File: src/rtl/if_fetch_port_if.sv
// Fetch-port bundle: PC-register side, ctrl side, IF/ID side and the
// instruction memory bus, all seen from the fetch responder (slave).
//
// Memory bus handshake: bus_req_o/bus_addr_o form the request, bus_ack_i the
// response. A read completes in the cycle where bus_req_o=1 and bus_ack_i=1,
// and bus_rdata_i is valid only in that cycle. Once bus_req_o rises it stays
// high with bus_addr_o unchanged until that completing cycle. bus_ack_i has no
// meaning while bus_req_o=0.
interface if_fetch_port_if #(
    parameter int ADDR_W = 32,
    parameter int DATA_W = 32
);
    logic              ce_i;
    logic [ADDR_W-1:0] pc_i;
    logic [5:0]        stall_i;
    logic              flush_i;
    logic              stallreq_o;
    logic [DATA_W-1:0] inst_o;
    logic              inst_valid_o;
    logic              adel_o;
    logic              bus_req_o;
    logic [ADDR_W-1:0] bus_addr_o;
    logic              bus_ack_i;
    logic [DATA_W-1:0] bus_rdata_i;

    modport slave (
        input  ce_i, pc_i, stall_i, flush_i, bus_ack_i, bus_rdata_i,
        output stallreq_o, inst_o, inst_valid_o, adel_o, bus_req_o, bus_addr_o
    );

    modport master (
        output ce_i, pc_i, stall_i, flush_i, bus_ack_i, bus_rdata_i,
        input  stallreq_o, inst_o, inst_valid_o, adel_o, bus_req_o, bus_addr_o
    );
endinterface

File: src/rtl/if_fetch_port.sv
// Instruction fetch responder: turns each PC from the PC register into one
// req/ack read on the instruction memory bus, holds the pipeline with
// stallreq_o until the word is ready, absorbs flushes (draining a request
// that cannot be withdrawn) and flags misaligned PCs without touching the bus.
module if_fetch_port #(
    parameter int              ADDR_W   = 32,
    parameter int              DATA_W   = 32,
    parameter logic [DATA_W-1:0] NOP_INST = '0
) (
    input  logic       clk,
    input  logic       rst,
    if_fetch_port_if.slave fp,
    output logic [1:0] state_dbg_o
);

    typedef enum logic [1:0] {
        IDLE  = 2'd0,
        BUSY  = 2'd1,
        DONE  = 2'd2,
        ABORT = 2'd3
    } state_t;

    state_t            state_q, state_d;
    logic              bus_req_q, bus_req_d;
    logic [ADDR_W-1:0] bus_addr_q, bus_addr_d;
    logic [DATA_W-1:0] inst_buf_q, inst_buf_d;
    logic              adel_q, adel_d;
    logic              stallreq;

    // Only the PC-hold bit of the stall vector matters to fetch.
    logic unused_stall_bits;
    assign unused_stall_bits = ^fp.stall_i[5:1];

    // State and bus registers; reset drops any outstanding request at once.
    always_ff @(posedge clk or posedge rst) begin
        if (rst) begin
            state_q    <= IDLE;
            bus_req_q  <= 1'b0;
            bus_addr_q <= '0;
            inst_buf_q <= NOP_INST;
            adel_q     <= 1'b0;
        end else begin
            state_q    <= state_d;
            bus_req_q  <= bus_req_d;
            bus_addr_q <= bus_addr_d;
            inst_buf_q <= inst_buf_d;
            adel_q     <= adel_d;
        end
    end

    // Next-state, bus request and stall-request decode.
    always_comb begin
        state_d    = state_q;
        bus_req_d  = bus_req_q;
        bus_addr_d = bus_addr_q;
        inst_buf_d = inst_buf_q;
        adel_d     = adel_q;
        stallreq   = 1'b0;
        case (state_q)
            IDLE: begin
                stallreq = fp.ce_i & ~fp.flush_i;
                if (fp.ce_i && !fp.flush_i) begin
                    if (fp.pc_i[1:0] == 2'b00) begin
                        bus_addr_d = fp.pc_i;
                        bus_req_d  = 1'b1;
                        state_d    = BUSY;
                    end else begin
                        // Misaligned PC: report the error instead of reading.
                        inst_buf_d = NOP_INST;
                        adel_d     = 1'b1;
                        state_d    = DONE;
                    end
                end
            end
            BUSY: begin
                stallreq = 1'b1;
                if (fp.bus_ack_i) begin
                    bus_req_d = 1'b0;
                    if (!fp.flush_i) begin
                        inst_buf_d = fp.bus_rdata_i;
                        adel_d     = 1'b0;
                        state_d    = DONE;
                    end else begin
                        state_d = IDLE;
                    end
                end else if (fp.flush_i) begin
                    // The request is already on the bus; drain it in ABORT.
                    state_d = ABORT;
                end
            end
            ABORT: begin
                stallreq = 1'b1;
                if (fp.bus_ack_i) begin
                    bus_req_d = 1'b0;
                    state_d   = IDLE;
                end
            end
            DONE: begin
                if (fp.flush_i || !fp.stall_i[0]) begin
                    state_d = IDLE;
                end
            end
            default: begin
                state_d = IDLE;
            end
        endcase
    end

    assign fp.stallreq_o   = stallreq;
    assign fp.bus_req_o    = bus_req_q;
    assign fp.bus_addr_o   = bus_addr_q;
    assign fp.inst_valid_o = (state_q == DONE);
    assign fp.inst_o       = (state_q == DONE) ? inst_buf_q : NOP_INST;
    assign fp.adel_o       = (state_q == DONE) ? adel_q : 1'b0;
    assign state_dbg_o     = state_q;

endmodule

File: src/flat_wrapper.sv
// flat-port wrapper written by rule: the top's interface ports become plain ports
module if_fetch_port_flat 
#(
    parameter int              ADDR_W   = 32,
    parameter int              DATA_W   = 32,
    parameter logic [DATA_W-1:0] NOP_INST = '0
)
  (clk, rst, state_dbg_o, fp_ce_i, fp_pc_i, fp_stall_i, fp_flush_i, fp_bus_ack_i, fp_bus_rdata_i, fp_stallreq_o, fp_inst_o, fp_inst_valid_o, fp_adel_o, fp_bus_req_o, fp_bus_addr_o);
  if_fetch_port_if #(.ADDR_W(ADDR_W), .DATA_W(DATA_W)) fp_i ();
  input  logic clk;
  input  logic rst;
  output logic [1:0] state_dbg_o;
  input wire logic [$bits(fp_i.ce_i)-1:0] fp_ce_i;
  input wire logic [$bits(fp_i.pc_i)-1:0] fp_pc_i;
  input wire logic [$bits(fp_i.stall_i)-1:0] fp_stall_i;
  input wire logic [$bits(fp_i.flush_i)-1:0] fp_flush_i;
  input wire logic [$bits(fp_i.bus_ack_i)-1:0] fp_bus_ack_i;
  input wire logic [$bits(fp_i.bus_rdata_i)-1:0] fp_bus_rdata_i;
  output wire logic [$bits(fp_i.stallreq_o)-1:0] fp_stallreq_o;
  output wire logic [$bits(fp_i.inst_o)-1:0] fp_inst_o;
  output wire logic [$bits(fp_i.inst_valid_o)-1:0] fp_inst_valid_o;
  output wire logic [$bits(fp_i.adel_o)-1:0] fp_adel_o;
  output wire logic [$bits(fp_i.bus_req_o)-1:0] fp_bus_req_o;
  output wire logic [$bits(fp_i.bus_addr_o)-1:0] fp_bus_addr_o;
  assign fp_i.ce_i = fp_ce_i;
  assign fp_i.pc_i = fp_pc_i;
  assign fp_i.stall_i = fp_stall_i;
  assign fp_i.flush_i = fp_flush_i;
  assign fp_i.bus_ack_i = fp_bus_ack_i;
  assign fp_i.bus_rdata_i = fp_bus_rdata_i;
  assign fp_stallreq_o = fp_i.stallreq_o;
  assign fp_inst_o = fp_i.inst_o;
  assign fp_inst_valid_o = fp_i.inst_valid_o;
  assign fp_adel_o = fp_i.adel_o;
  assign fp_bus_req_o = fp_i.bus_req_o;
  assign fp_bus_addr_o = fp_i.bus_addr_o;
  if_fetch_port #(.ADDR_W(ADDR_W), .DATA_W(DATA_W), .NOP_INST(NOP_INST)) u_core (.clk(clk), .rst(rst), .fp(fp_i), .state_dbg_o(state_dbg_o));
endmodule
File: config.mk
export PLATFORM = sky130hd
export DESIGN_NAME = if_fetch_port_flat
export DESIGN_NICKNAME = d
export VERILOG_FILES = /design/src/rtl/if_fetch_port_if.sv /design/src/rtl/if_fetch_port.sv /design/src/flat_wrapper.sv
export SDC_FILE = /design/constraint.sdc
export NUM_CORES = 1
export LEC_CHECK = 0
export BUFFER_PORTS_ARGS = -buffer_cell sky130_fd_sc_hd__buf_2
export CAP_MARGIN = 0
export CORE_MARGIN = 4
export CORE_UTILIZATION = 28
export CTS_CLUSTER_DIAMETER = 30
export DETAILED_ROUTE_END_ITERATION = 10
export MAX_ROUTING_LAYER = met4
export SYNTH_ARGS = -nofsm -noshare
export SYNTH_HDL_FRONTEND = slang
export SYNTH_SLANG_ARGS = --single-unit
File: constraint.sdc
create_clock -name clk -period 2.4 [get_ports clk]
set_input_delay 0.48 -clock clk [delete_from_list [all_inputs] [get_ports clk]]
set_output_delay 0.48 -clock clk [all_outputs]
set_load 0.005 [all_outputs]
---- Word-level counts from Yosys, hierarchy flattened ----
Cells that the tools add are included.
W data, S select, Z words.
storage, ports and cells
  input port bits ......................... 75
  latch bits .............................. 0
  memories ................................ 0
  ROM bits ................................ 0
  register bits ........................... 68
  output and inout bits ................... 70
  memory bits (writable) .................. 0
cells by class
  shift operators ......................... 0
  magnitude comparators ................... 0
  reductions and logical operators ........ 13
  bitwise gates (word level) .............. 2
  muxes and demuxes ....................... 25
  $mul .................................... 0
  div/mod/pow operators ................... 0
  add/subtract/negate cells ............... 0
  equal/unequal tests ..................... 12
operators with widths
  cell                  count
  $mux W32              5
  $pmux W32 S2          1
  $mux W2               7
  $mux W1               8
  $ne A2 B1 Y1 const B  4
  $ne A2 B2 Y1 const B  4
  $pmux W2 S4           1
  $reduce_and A4 Y1     2
  $pmux W1 S2           3
  $reduce_and A5 Y1     1
  $eq A2 B2 Y1 const B  2
  $logic_not A2 Y1      2
  $reduce_bool A2 Y1    2
  $ne A3 B3 Y1 const B  1
  $reduce_and A3 Y1     1
  $eq A2 B1 Y1 const B  1
  $logic_not A1 Y1      2
  $reduce_or A2 Y1      1
  $and A1 B1 Y1         1
  $logic_and A1 B1 Y1   1
  $logic_or A1 B1 Y1    1
  $not A1 Y1            1

---- Longest topological paths before layout ----
Gate-level depths: netlist (run 1).
  depth in word-level cells ............... 4
  mapped depth ............................ 5
  mapped depth without buffers ............ 3

---- Worst setup path before layout (run 1) ----
OpenSTA, ideal clock, no wires.
  path kind ............................... register to output
  start point ............................. reg u_core.state_q[1] (netlist: u_core.state_dbg_o[1])
  end point ............................... out fp_inst_o[0]
  setup slack ............................. 716 ps
  data arrival time ....................... 1204 ps
  buffers on the path ..................... 1
  stages on the path, launching flop included .. 4
  cell sequence ........................... dfrtp_1 > nor2b_1 > clkbuf_1 > and2_1
between the ends
  cells in the longest elaborated chain, start to end .. 2
RTL lines
  item                       RTL line              source
  start, declared            if_fetch_port.sv:23   state_t state_q, state_d;
  start signal, assigned     if_fetch_port.sv:43   state_q <= state_d;
  $eq A2 B2 Y1               --
  named net fp_inst_valid_o  flat_wrapper.sv:21    output wire logic [$bits(fp_i.inst_valid_o)-1:0] fp_inst_valid_o;
  $mux W32                   if_fetch_port.sv:113  assign fp.inst_o = (state_q == DONE) ? inst_buf_q : NOP_INST;
  end, declared              flat_wrapper.sv:20    output wire logic [$bits(fp_i.inst_o)-1:0] fp_inst_o;
The timed path passes the listed nets, and every way through them passes these cells.

---- Final worst setup path (run 1) ----
  start point ............................. reg u_core.state_q[1] (netlist: u_core.state_dbg_o[1])
  end point ............................... out fp_inst_o[6]
between the ends
  cells in the longest elaborated chain, start to end .. 2
RTL lines
  item          RTL line
  $eq A2 B2 Y1  if_fetch_port.sv:113
  $mux W32      if_fetch_port.sv:113
Every way passes these cells.

==> results of run 1 <==
## state kept, by name (all words and copies together), names as in the netlist
name and flops:
u_core.adel_q 1, u_core.state_dbg_o 2, u_core.fp.bus_addr_o 32, u_core.inst_buf_q 32
u_core.fp.bus_req_o 1
## metal layers
metal / wire length [um] / global-route usage (%) / share of wire [%]
met3: 546 / 3.859 / 7.6
met5: 0 / - / 0
met2: 3345 / 18.66 / 47
met1: 3140 / 15.07 / 44
met4: 132 / 5.596 / 1.8
## cell usage in the layout (no fill, tap or decap), types with 2 or more instances in the layout
master	netlist	layout
nand2_1	37	37
mux2_2	4	4
nor2b_2	0	2
nor2_1	2	2
dfrtp_1	68	68
clkinvlp_4	0	2
inv_1	3	2
o2bb2ai_1	32	32
clkbuf_8	0	10
mux2_4	26	26
and2_1	35	35
buf_4	0	4
buf_2	11	139
buf_12	0	2
## critical path, stage by stage, from the launching register on
cell     delay (ns)
dfrtp_1        0.52
nor2b_2        0.20
buf_4          0.28
and2_1         0.19
buf_2          0.11
## final timing paths
check	endpoint	slack [ns]	cells after the start
max	fp_inst_o[6]	0.29	4
min	u_core.state_dbg_o[0]	0.22	3
max reg2reg	u_core.fp.bus_addr_o[18]	0.61	4
min reg2reg	u_core.adel_q	0.49	1
max in group asynchronous	u_core.inst_buf_q[23]	1.89	3
min in group clk	u_core.inst_buf_q[13]	0.35	2
## power breakdown
| part | switching (mW) | internal, mW |
|---|---|---|
| combinational | 0.252 | 0.406 |
| sequential | 0.115 | 1.36 |
| clock | 0.425 | 0.501 |
## synthesized netlist by cell type (all sizes together)
| master | n | area share [%] |
|---|---|---|
| and2 | 35 | 7.3 |
| buf | 14 | 3.0 |
| clkbuf | 3 | 0.38 |
| dfrtp | 68 | 57 |
| inv | 3 | 0.38 |
| mux2 | 30 | 15 |
| nand2 | 38 | 4.8 |
| nand3b | 1 | 0.25 |
| nand4b | 1 | 0.29 |
| nand4bb | 1 | 0.38 |
| nor2 | 2 | 0.25 |
| nor2b | 2 | 0.42 |
| nor3 | 1 | 0.33 |
| nor4b | 1 | 0.79 |
| o211ai | 1 | 0.25 |
| o21a | 1 | 0.25 |
| o21ai | 1 | 0.17 |
| o2bb2ai | 32 | 9.4 |
## area by class of cell
type                            count  area share [%]
Inverter                            3          0.2792
Clock buffer                       11           3.506
Sequential cell                    68           42.20
Clock inverter                      4           1.241
Timing Repair Buffer              145           18.99
Tap cell                          136           4.220
Multi-Input combinational cell    147           29.57
## cells by family after synthesis
| family | count (synthesis) | share of synthesized area [%] |
|---|---|---|
| buffers and inverters | 20 | 3.719 |
| and+or+nand+nor | 82 | 14.88 |
| muxes | 30 | 14.54 |
| AOI/OAI and AO/OA | 35 | 10.03 |
| DFF | 68 | 56.83 |
==> results_dict.tcl, run 1 <==
set metrics [dict create \
    min_period_ns 2.109 \
    dp_cells 499 \
    fin_nets 449 \
    whs_ns 0.2232 \
    antenna_found_initial 0 \
    ioPinCount 145 \
    grt_pass1_wl_mm 11.92 \
    period_share_pct 87.88 \
    synth_cells 235 \
    finalHoldViolCount 0 \
    critPathArrivalTime_ns 1.63 \
    die_h_um 111.4 \
    track_usage_pct 12.31 \
    clock.fmax_mhz 474.1 \
    drt-pass1-iter-count 4 \
    synthToLayoutAreaGrowth_pct 34.68 \
    vias 2228 \
    worst_slack_ns 0.2908 \
    multi_input_area_mm2 0.001192 \
    worstMarginPinSlew_ns 0.3798 \
    max_cap_violations 0 \
    power.total_mw 3.061 \
    post_dp_cell_area_mm2 0.003841 \
    ys_types 21 \
    htree_levels 3 \
    syn-cell-area_mm2 0.002994 \
    synth-seq-cells 68 \
    p_leak_nw 2.141 \
    gp_congestion 0.7478 \
    status "finished clean" \
    dp_slack_ns 0.5209 \
    cts_buffer_depth 2 \
    drcViolationCount 0 \
    cts_tree "done" \
    row_count 37 \
    cp_data_required_time_ns 1.92 \
    finalSetupTns_ns 0 \
    dp_hpwl_mm 4.959 \
    first_global_vias 2346 \
    die-area_mm2 0.01241 \
    ir_worst_vdd_uv 365.7 \
    cts_root_buf "clkbuf_8" \
    final_util_pct 38.89 \
    power_density_mw_per_mm2 759.2 \
    synth.avg_cell_area_um2 12.74 \
    ys_seq_area_share_pct 56.83 \
    cts_sinks 68 \
    final_max_slew_viol_count 0 \
    cts_resized 0 \
    drtIter0Drc 79 \
    regArea_mm2 0.001702 \
    startpoint "u_core.state_dbg_o[1]" \
    fin_worst_skew_ns 0.006542 \
    relSlewSlack_pct 74.59 \
    portBuffers 139 \
    critPathMaxFanout 35 \
    routed_wl_mm 7.164 \
    syn_nets 310 \
    crit_type "flip-flop to primary output" \
    ys_warn_count 0 \
    die_w_um 111.4 \
    r2r_start "u_core.state_dbg_o[0]" \
    avgRoutedWirePerCell_um 13.94 \
    cts_buffers 9 \
    grt_start_max_net_pins 69 \
    setup_violations 0 \
    cts_hold_buf 0 \
    antenna_cells 0 \
    start_util_pct 28.87 \
    grt.overflow.total 0 \
    ant_nets 0 \
    hp-class "input pin to asynchronous set/reset pin" \
    insertion_delay_ns 0.33 \
    rsz0062_at_grt "false" \
    coreArea_mm2 0.01037 \
    critical_path.endpoint_type "primary output" \
    vias_per_cell 4.335 \
    design_area_mm2 0.004033 \
    final-instance-count-excl-fill 514 \
    nFillCells 1026 \
    drive_above_1_share_pct 51.59 \
    cts.clk_slew.worst_paths_ns 0.07 \
    post_cts_buffers 0 \
    startpoint_type "flip-flop" \
]
No activity file was read; power rests on OpenSTA's default activity.
==> run 2, diff against run 1 <==
--- a/config.mk
+++ b/config.mk
@@ -8,10 +8,12 @@
 export BUFFER_PORTS_ARGS = -buffer_cell sky130_fd_sc_hd__buf_2
 export CAP_MARGIN = 0
 export CORE_MARGIN = 4
-export CORE_UTILIZATION = 28
+export CORE_UTILIZATION = 46
 export CTS_CLUSTER_DIAMETER = 30
 export DETAILED_ROUTE_END_ITERATION = 10
 export MAX_ROUTING_LAYER = met4
+export PLACE_DENSITY = 0.8
+export SETUP_SLACK_MARGIN = 0.2
 export SYNTH_ARGS = -nofsm -noshare
 export SYNTH_HDL_FRONTEND = slang
 export SYNTH_SLANG_ARGS = --single-unit
==> constraint.sdc (replaced) <==
create_clock -name clk -period 2.25 [get_ports clk]
set_input_delay 0.45 -clock clk [delete_from_list [all_inputs] [get_ports clk]]
set_output_delay 0.45 -clock clk [all_outputs]
set_load 0.005 [all_outputs]
==> run 2 against run 1 <==
  * Core utilization rose by 23 points
  * Sequential power rose by 7%
  * Register-to-register slack barely moved
  * Sequential cell count did not move
  * Global-route usage rose by 6.7 points
  * Final cell count fell by 11%
  * Clock skew rose by 0.0040 ns
  * Critical path depth did not move
  * Critical path type unchanged
  * Largest cell class unchanged
==> results_dict.tcl, run 2 (synthesis results as in run 1) <==
set metrics [dict create \
    crit_type "flip-flop to primary output" \
    die_w_um 88.68 \
    fin_nets 453 \
    cts_sinks 68 \
    row_count 29 \
    setup_violations 0 \
    critPathArrivalTime_ns 1.47 \
    cts_tree "done" \
    antenna_cells 0 \
    first_global_vias 2293 \
    cp_cell_sequence "nor2b_2 -> buf_8 -> and2_1 -> buf_2" \
    grt_start_max_net_pins 35 \
    final-instance-count-excl-fill 459 \
    dp_cells 442 \
    final_common_cell "buf_2" \
    drive_above_1_share_pct 52.88 \
    cts.clk_slew.worst_paths_ns 0.07 \
    ant_nets 0 \
    coreArea_mm2 0.006350 \
    p_leak_nw 2.145 \
    ioPinCount 145 \
    grt_busiest_layer "met2" \
    avgRoutedWirePerCell_um 14.76 \
    min_period_ns 1.915 \
    status "finished clean" \
    rsz0062_at_grt "false" \
    finalSetupTns_ns 0 \
    slowest_delay_ns 0.47 \
    cts_root_buf "clkbuf_8" \
    drcViolationCount 0 \
    insertion_delay_ns 0.33 \
    cp_data_required_time_ns 1.80 \
    htree_levels 3 \
    max_cap_violations 0 \
    mostFrequentLayoutCells "buf_2 (139), dfrtp_1 (66), nand2_1 (37), and2_1 (35), o2bb2ai_1 (32)" \
    cts_buffers 9 \
    worstMarginPinSlew_ns 0.4329 \
    drt-pass1-iter-count 4 \
    drtIter0Drc 52 \
    gr-usage-met3_pct 7.263 \
    startpoint_type "flip-flop" \
    dp_hpwl_mm 4.829 \
    critical_path.endpoint_type "primary output" \
    post_dp_cell_area_mm2 0.003761 \
    clock.fmax_mhz 522.1 \
    power_density_mw_per_mm2 796.2 \
    hp-class "input pin to asynchronous set/reset pin" \
    cts_buffer_depth 2 \
    die-area_mm2 0.007864 \
    grt.overflow.total 0 \
    relSlewSlack_pct 71.14 \
    fin_worst_skew_ns 0.01055 \
    start_util_pct 47.15 \
    final_max_slew_viol_count 0 \
    path_delay_family "flip-flops" \
    track_usage_pct 19.03 \
    crit_buf_inv 2 \
    vias_per_cell 4.874 \
    vias 2237 \
    gp_congestion 0.7322 \
    critPathMaxFanout 34 \
    dp_slack_ns 0.4583 \
    routed_wl_mm 6.777 \
    period_share_pct 85.13 \
    grt_pass1_wl_mm 11.05 \
    antenna_found_initial 0 \
    synthToLayoutAreaGrowth_pct 32.01 \
    design_area_mm2 0.003953 \
    worst_slack_ns 0.3346 \
    grtUsageMet1_pct 23.71 \
    grt_use_met2_pct 28.81 \
    ir_worst_vdd_uv 586.1 \
    portBuffers 139 \
    finalHoldViolCount 0 \
    die_h_um 88.68 \
    critPathSlowestCell "dfrtp_2" \
    cts_hold_buf 0 \
]
==> run 2: worst min-delay path, delay by kind of cell <==
family	cells	cell delay [ns]
buffers and inverters	3	0.54
==> run 2: final timing paths <==
| kind | from | to | slack (ns) | depth (start not counted) |
|---|---|---|---|---|
| hold / removal | rst | u_core.fp.bus_req_o | 0.23 | 3 |
| setup / recovery | u_core.state_dbg_o[0] | fp_adel_o | 0.33 | 4 |
| setup reg to reg | u_core.state_dbg_o[1] | u_core.inst_buf_q[2] | 0.61 | 5 |
| max in group asynchronous | rst | u_core.state_dbg_o[1] | 1.69 | 3 |
| hold reg to reg | u_core.adel_q | u_core.adel_q | 0.48 | 1 |
| min in group clk | fp_bus_rdata_i[17] | u_core.inst_buf_q[17] | 0.32 | 2 |
==> run 2: stage by stage <==
stage | hold WS, ns | power (mW) | utilization (%)
floorplan | 0.4557 | 1.972 | -
global placement | 0.4571 | 2.286 | 59.23
detailed placement | 0.4667 | 2.313 | 59.23
CTS | 0.2332 | 3.187 | 61.93
global route | 0.2578 | 3.360 | 62.25
finish | 0.2284 | 3.147 | 62.25
==> run 2: power by group <==
group	internal (mW)	switching, mW
Clock	0.417	0.432
Sequential	1.45	0.124
Combinational	0.441	0.279
Total	2.31	0.836
==> run 2: per-layer routing <==
layer / vias up / share of wire [%] / routed length, um
li1: 1087 / - / -
met1: 1048 / 41 / 2771
met2: 95 / 49 / 3289
met3: 7 / 9.5 / 646
met4: 0 / 1.0 / 70
met5: - / 0 / 0
==> run 2: timing repair <==
item                                   CTS  global route
endpoints found under the hold margin    0             0
resized for setup                        2             2
pin swaps                                0             0
buffers inserted                         0             2
setup endpoints to repair               34            33
==> run 2: cell type report <==
type	instances	area, um^2
Fill cell	512	2397
Sequential cell	68	1704
Clock buffer	10	137.6
Multi-Input combinational cell	147	1192
Inverter	3	15.01
Tap cell	77	96.34
Clock inverter	5	28.78
Timing Repair Buffer	149	778.2
